[src/rtl/operand_regfile.sv]
// Clocked operand register file: two registered read ports with write-first
// bypass, one write-back port, and a per-register busy scoreboard for RAW stalls.
module operand_regfile #(
  parameter int DATA_WIDTH = 32,
  parameter int ADDR_WIDTH = 5,
  parameter int ZERO_REG   = 1
) (
  input  logic                  clk,
  input  logic                  reset,
  input  logic                  Read_en,
  input  logic [ADDR_WIDTH-1:0] Read_register1,
  input  logic [ADDR_WIDTH-1:0] Read_register2,
  output logic [DATA_WIDTH-1:0] Read_data1,
  output logic [DATA_WIDTH-1:0] Read_data2,
  output logic                  Read_valid,
  output logic                  Stall,
  input  logic                  RegWrite,
  input  logic [ADDR_WIDTH-1:0] Write_register,
  input  logic [DATA_WIDTH-1:0] Write_data,
  input  logic                  Reserve_en,
  input  logic [ADDR_WIDTH-1:0] Reserve_register,
  output logic [ADDR_WIDTH:0]   Busy_count
);

  localparam int DEPTH = 1 << ADDR_WIDTH;

  logic [DATA_WIDTH-1:0] regs_q [DEPTH];
  logic [DEPTH-1:0]      busy_q, busy_d;
  logic [ADDR_WIDTH:0]   busy_count_q, busy_count_d;
  logic [DATA_WIDTH-1:0] rd1_q, rd1_d, rd2_q, rd2_d;
  logic                  rvalid_q;
  logic                  wr_ok, hit1, hit2, accept;

  function automatic logic is_zero(input logic [ADDR_WIDTH-1:0] a);
    return (ZERO_REG != 0) && (a == '0);
  endfunction

  // Handshake: a read request (Read_en) is accepted in the cycle it is
  // presented when Stall is low; its operands appear with Read_valid exactly
  // one cycle later. A stalled request is simply dropped and must be re-presented.
  assign wr_ok  = RegWrite && !is_zero(Write_register);
  assign hit1   = wr_ok && (Write_register == Read_register1);
  assign hit2   = wr_ok && (Write_register == Read_register2);
  assign Stall  = Read_en && ((busy_q[Read_register1] && !hit1) ||
                              (busy_q[Read_register2] && !hit2));
  assign accept = Read_en && !Stall;

  always_comb begin
    rd1_d = '0;
    rd2_d = '0;
    if (!is_zero(Read_register1))
      rd1_d = hit1 ? Write_data : regs_q[Read_register1];
    if (!is_zero(Read_register2))
      rd2_d = hit2 ? Write_data : regs_q[Read_register2];
  end

  // Clear then set, so a same-cycle reservation supersedes the retiring producer.
  always_comb begin
    busy_d = busy_q;
    if (RegWrite)
      busy_d[Write_register] = 1'b0;
    if (Reserve_en && !is_zero(Reserve_register))
      busy_d[Reserve_register] = 1'b1;
  end

  always_comb begin
    busy_count_d = '0;
    for (int i = 0; i < DEPTH; i++)
      busy_count_d = busy_count_d + (ADDR_WIDTH+1)'(busy_d[i]);
  end

  always_ff @(posedge clk or posedge reset) begin
    if (reset) begin
      for (int i = 0; i < DEPTH; i++)
        regs_q[i] <= '0;
      busy_q       <= '0;
      busy_count_q <= '0;
      rd1_q        <= '0;
      rd2_q        <= '0;
      rvalid_q     <= 1'b0;
    end else begin
      if (wr_ok)
        regs_q[Write_register] <= Write_data;
      busy_q       <= busy_d;
      busy_count_q <= busy_count_d;
      rvalid_q     <= accept;
      if (accept) begin
        rd1_q <= rd1_d;
        rd2_q <= rd2_d;
      end
    end
  end

  assign Read_data1 = rd1_q;
  assign Read_data2 = rd2_q;
  assign Read_valid = rvalid_q;
  assign Busy_count = busy_count_q;

endmodule

[config.mk]
export PLATFORM = sky130hd
export DESIGN_NAME = operand_regfile
export DESIGN_NICKNAME = d
export VERILOG_FILES = /design/src/rtl/operand_regfile.sv
export SDC_FILE = /design/constraint.sdc
export NUM_CORES = 2
export LEC_CHECK = 0
export CORE_UTILIZATION = 45
export CTS_CLUSTER_SIZE = 30
export DETAILED_ROUTE_END_ITERATION = 8
export SYNTH_ARGS = -nofsm -noshare
export SYNTH_HDL_FRONTEND = slang
export SYNTH_SLANG_ARGS = --single-unit
export TNS_END_PERCENT = 10
[constraint.sdc]
create_clock -name clk -period 53.9 [get_ports clk]
set_input_delay 8.085 -clock clk [delete_from_list [all_inputs] [get_ports clk]]
set_output_delay 8.085 -clock clk [all_outputs]
set_load 0.05 [all_outputs]
## Word-level counts from Yosys, hierarchy flattened

Index checks and enable logic that the tools add are counted.

- Reductions and logical operators: 21
- Muxes and demuxes: 23
- Bitwise operators: 6
- Equality and inequality tests: 2
- Magnitude comparators: 10
- $add $sub $neg: 31

Operators by type and width:

| cell | number |
|---|---|
| $bwmux 1024 | 1 |
| $mux 32 | 11 |
| $bmux 32 s5 | 2 |
| $demux 32 s5 | 1 |
| $add 6x1->6 | 26 |
| $and 32x32->32 | 1 |
| $not 32->32 | 1 |
| $or 32x32->32 | 1 |
| $lt 5x6->1 const B | 4 |
| $logic_not 5->1 | 4 |
| $ge 6x6->1 const B | 3 |
| $not 5->6 | 3 |
| $logic_and 1x1->1 | 11 |
| $bmux 1 s5 | 2 |
| $demux 1 s5 | 2 |
| $eq 5x5->1 | 2 |
| $ge 5x1->1 const B | 2 |
| $add 5x1->6 | 1 |
| $lt 6x1->1 const B | 1 |
| $add 4x1->5 | 1 |
| $logic_not 1->1 | 5 |
| $add 3x1->4 | 1 |
| $mux 1 | 4 |
| $add 2x1->3 | 1 |
| 2 further kinds | 2 |

- Word-level logic and storage cells: 130
- Input bits: 57
- Register bits after elaboration: 1127

## Depth between registers and ports, before layout

- Word-level depth: 40
- Mapped depth: 21

## Worst setup path before layout

Ideal clock, no wire load.

- Path kind: input port to output port
- Start point: in Write_register[4]
- End point: out Stall
- Arrival: 10010 ps
- Stages: 8
- Slack: 35805 ps
- Data required time: 45815 ps
- Cells stage by stage: or3_1 o31ai_4 or3_1 buf_2 o21a_1 buf_6 nor2_1 nor2_1

- Longest elaborated chain between the ends: 8

RTL lines:

| item | line | RTL |
|---|---|---|
| start, declared | 18 | `input logic [ADDR_WIDTH-1:0] Write_register,` |
| $logic_not 5->1 | 35 | `return (ZERO_REG != 0) && (a == '0);` |
| $logic_not 1->1 | 41 | `assign wr_ok = RegWrite && !is_zero(Write_register);` |
| $logic_and 1x1->1 | 41 |  |
| $logic_and 1x1->1, on equally long branches | 42, 43 |  |
| $logic_not 1->1, on equally long branches | 44, 45 |  |
| $logic_and 1x1->1, on equally long branches | 44, 45 |  |
| $logic_or 1x1->1 * | 44 | `assign Stall = Read_en && ((busy_q[Read_register1] && !hit1) \|\|` |
| $logic_and 1x1->1 * | 44 |  |
| end, declared | 16 | `output logic Stall,` |

Every way passes the cells marked *; elsewhere a longest branch is shown, timed or not.

## Final worst setup path

Same ends and word-level chain as after synthesis.

==> run summary <==
After layout, the worst path uses 37.46% of the clock period. At the worst endpoint, the required time is 45820 ps. The run gives 6250 as the final cell count without fillers. Share of final-layout standard cells stronger than drive strength 1: 40.31%. The detailed-router iteration count before antenna repair came out at 6.

The detail-routed net length per standard cell was 33.69 microns; the post-detailed-route via-to-cell ratio was 6.608. The combined global-route utilization of all metal layers was 30.84%. In this run the remaining antenna-violating nets after routing total 0. The maximum count of clock buffers along a single path is 3, and the power per cell area is 42.80 mW/mm^2. The startpoint identified for the worst register-to-register timing path is busy_q[21]$_DFF_PP0_. The class of the tightest hold or removal check was reg2reg. Once layout is complete, the utilization of the core stands at 50.74%.

The startpoint identified for the worst hold timing path is regs_q[1007]$_DFFE_PP0P_. The average size of a mapped cell is 13.70 sq um, and the first-pass GRT wire length is 305100 microns. The worst hold path passes through 0 cells.

The logs give 4558 for the net count after synthesis and 0 for the number of remaining DRC errors. Summed over all cells, the static leakage comes to 29.88 nW. The CTS root buffer was sky130_fd_sc_hd__clkbuf_16. The fill cell total of the finished layout is 11463. In this run the critical register-to-register path is captured at Busy_count[4]$_DFF_PP0_. Once placement completed, the tool counted placed cells totaling 6022.

Register bit count reported by yosys: 1127. For hold timing, the worst endpoint is regs_q[1007]$_DFFE_PP0P_. Power share of the clock group: 30.6%. The tools report the achievable clock frequency as 49.52 MHz. Counting every sink on the clock net gives 1127.

TritonCTS built the clock tree. Buffers placed on the I/O ports in this run total 128. After synthesis, the share of flip-flops with an asynchronous set or reset is 100.0%. The count of warnings emitted by yosys came out at 0. For the sequential share of power, the log shows 39.6%. Counting I/O delays and the setup requirement, the final critical path takes 20190 ps. Yosys mapped a number of flops with a built-in enable equal to 0. The total area inside the core boundary comes to 0.1343 sq mm.

Clock-pin slew was measured on the worst setup and hold paths at 50 ps. The number of antenna violations at the first check in global routing came out at 4. In this run the worst path has a maximum fanout of 46.

The total clock buffers created by CTS came out at 131. The max-slew violation count was 0. The flow ran to the end, and the final reports show no timing, DRC or antenna violations.

Clock latency at the later pin of the worst-skew pair: 790 ps. For this configuration, the core starts out at a cell density of 45.59%. The floorplan step set the die width to 370.9 microns. The initial DRC count came out at 4449. In the final design database the tool counted 4475 nets. Measured in cells, the most critical reg-to-reg path has a length of 17.

The number of gates resized after CTS was 0. In the synthesized netlist, the number of instances is 4470. In the final timing run, aggregate negative setup slack is 0 ps. The area of the die was 0.1375 sq mm; the final setup skew was 28.09 ps.

The share of the Yosys chip area taken by registers is 46.06%. The H-tree was split into 4 levels. Cell internal power was estimated by the tool at 1.983 mW. The floorplan has 134 rows. The via total after detailed routing is 41299. Via count of the first global-routing pass: 41100. Across the run, the number of max-cap violations was 0.

For the pin with the worst max-slew slack, the measured transition is 1181 ps. STA classifies the critical path startpoint as an input pin. The post-synthesis to final-layout area growth was 11.31%.

Setup repair after global routing left no endpoint under its margin. The logs give 210600 microns for the final routed wirelength across all metal layers and 0.06122 sq mm for the area of the mapped netlist. Setup violations remaining at the end of the flow were counted as 0. In this run the post-CTS setup repair buffer count came out at 0. The run gives 0 as the total count of hold-check failures in the final report. Measured along the y axis, the die boundary spans 370.9 microns. The number of hold buffers added after CTS was 0.

Entering global routing, the biggest net connects 94 pins. The critical path is of the in2out type. During I/O placement, the number of pins put on the boundary was 129. The tools report the final instance area as 0.06815 sq mm. For this run the aggregate overflow at the end of global routing stands at 0. Combinational logic burns 29.8% of the power. The worst pin sits at a relative slew slack of 21.02%. The distinct cell type count of the synthesized netlist was 68.

Summed over all nets, the switching power comes to 0.9338 mW. The HPWL after detailed placement is 113000 microns. For the placer's final routability congestion estimate, the log shows 0.8913. The switching share of total power is 32.02%, and the slack of the worst reg-to-reg path is 48770 ps. The most used flip-flop cell after synthesis is sky130_fd_sc_hd__dfrtp_1. Data on the critical path arrives at its endpoint at 12110 ps. The tools report the placed cell area as 0.06386 sq mm.

The worst setup path is captured at a primary output. Across the VDD grid, the largest voltage drop is 0.00007185 V.
-- worst max path at each step --
stage	from	to	slack, ps
after global placement	Write_register[4]	Stall	33920
after floorplan	reset	Busy_count[0]$_DFF_PP0_	14080
after global routing	Write_register[4]	Stall	33570
after detailed placement	Write_register[4]	Stall	33820
after CTS	Write_register[4]	Stall	33830
final	Write_register[4]	Stall	33710
-- sequential cells by signal, indices dropped and copies added, names as in the netlist --
signal	cells
busy_q	32
regs_q	1024
Read_data2	32
Read_data1	32
Read_valid	1
Busy_count	6
-- synth_stat cells, drive strengths merged, types with 9 or more instances --
cell | count | share of area (%)
a2111oi | 11 | 0.16
a211oi | 28 | 0.34
a21o | 12 | 0.15
a21oi | 71 | 0.58
a221o | 18 | 0.29
a221oi | 126 | 1.8
a22o | 24 | 0.34
a22oi | 63 | 0.77
a31oi | 13 | 0.13
and3 | 9 | 0.092
buf | 192 | 1.8
clkbuf | 289 | 1.8
dfrtp | 1127 | 46
fa | 24 | 0.78
inv | 46 | 0.29
mux2 | 1074 | 20
mux2i | 470 | 7.7
mux4 | 315 | 12
nand2 | 86 | 0.53
nand2b | 28 | 0.29
nand3 | 38 | 0.31
nand3b | 13 | 0.16
nand4 | 13 | 0.13
nor2 | 46 | 0.28
nor2b | 14 | 0.14
nor3 | 24 | 0.20
nor3b | 23 | 0.30
o21a | 10 | 0.12
o21ai | 93 | 0.76
o22ai | 19 | 0.20
o31a | 11 | 0.16
o31ai | 30 | 0.39
xnor2 | 12 | 0.17
-- cell type report --
type / instances / area [sq um] / area share [%]
Sequential cell: 1127 / 28200 / 41.38
Clock inverter: 36 / 357.8 / 0.5251
Inverter: 48 / 190.2 / 0.2791
Multi-Input combinational cell: 2814 / 30900 / 45.34
Antenna cell: 2 / 5.005 / 0.007344
Clock buffer: 190 / 3925 / 5.760
Timing Repair Buffer: 265 / 2357 / 3.459
Tap cell: 1768 / 2212 / 3.246
-- layer usage --
layer / routed length (microns) / vias up / global-route usage [%]
li1: - / 16906 / -
met1: 87690 / 22139 / 42.10
met2: 98470 / 1799 / 48.22
met3: 15380 / 455 / 5.857
met4: 9035 / 0 / 12.90
met5: 0 / - / 0
-- worst max-delay path, stage by stage --
cell	delay, ps
sky130_fd_sc_hd__clkdlybuf4s50_1	610
sky130_fd_sc_hd__or3_1	520
sky130_fd_sc_hd__o31ai_4	410
sky130_fd_sc_hd__or3_2	200
sky130_fd_sc_hd__buf_4	710
sky130_fd_sc_hd__o21a_1	400
sky130_fd_sc_hd__nor2_1	180
sky130_fd_sc_hd__nor2_1	140
sky130_fd_sc_hd__clkdlybuf4s50_1	820
-- placed cells by master (no fill, tap or decap), types with 71 or more instances in the layout --
master / n
sky130_fd_sc_hd__dfrtp_1: 1127
sky130_fd_sc_hd__clkdlybuf4s50_1: 118
sky130_fd_sc_hd__a21oi_1: 71
sky130_fd_sc_hd__clkbuf_16: 135
sky130_fd_sc_hd__buf_4: 137
sky130_fd_sc_hd__a221oi_1: 126
sky130_fd_sc_hd__o21ai_0: 93
sky130_fd_sc_hd__mux4_2: 315
sky130_fd_sc_hd__mux2i_1: 470
sky130_fd_sc_hd__mux2_2: 1053
-- through the flow --
| stage | hold WS [ps] | setup WS (ps) | power, mW |
|---|---|---|---|
| global route | 406.3 | 33570 | 3.071 |
| CTS | 399.4 | 33830 | 2.932 |
| floorplan | 441.3 | 14080 | 1.801 |
| detailed placement | 385.7 | 33820 | 2.037 |
| finish | 399.5 | 33710 | 2.917 |
| global placement | 380.2 | 33920 | 2.013 |
-- power groups by stage --
stage	clock (mW)	combinational, mW	sequential, mW
final	0.893	0.868	1.15
after global routing	0.943	0.953	1.18
after CTS	0.908	0.873	1.15
after detailed placement	0	0.873	1.16
after global placement	0	0.856	1.16
after floorplan	0	0.591	1.21
-- cell families (layout without fill, tap and decap cells) --
family                   after synthesis  in the layout  synth area share, %
adder cells (fa/ha/maj)               31             31               0.9278
flip-flops                          1127           1127                46.06
AND/OR/NAND/NOR                      321            321                2.753
buffers and inverters                529            539                3.879
other                                  0              2                    0
XOR/XNOR                              13             13               0.1860
multiplexers                        1859           1859                39.14
AO/OA/AOI/OAI                        590            590                7.047
Note: power is estimated with default switching activity, not from simulation.
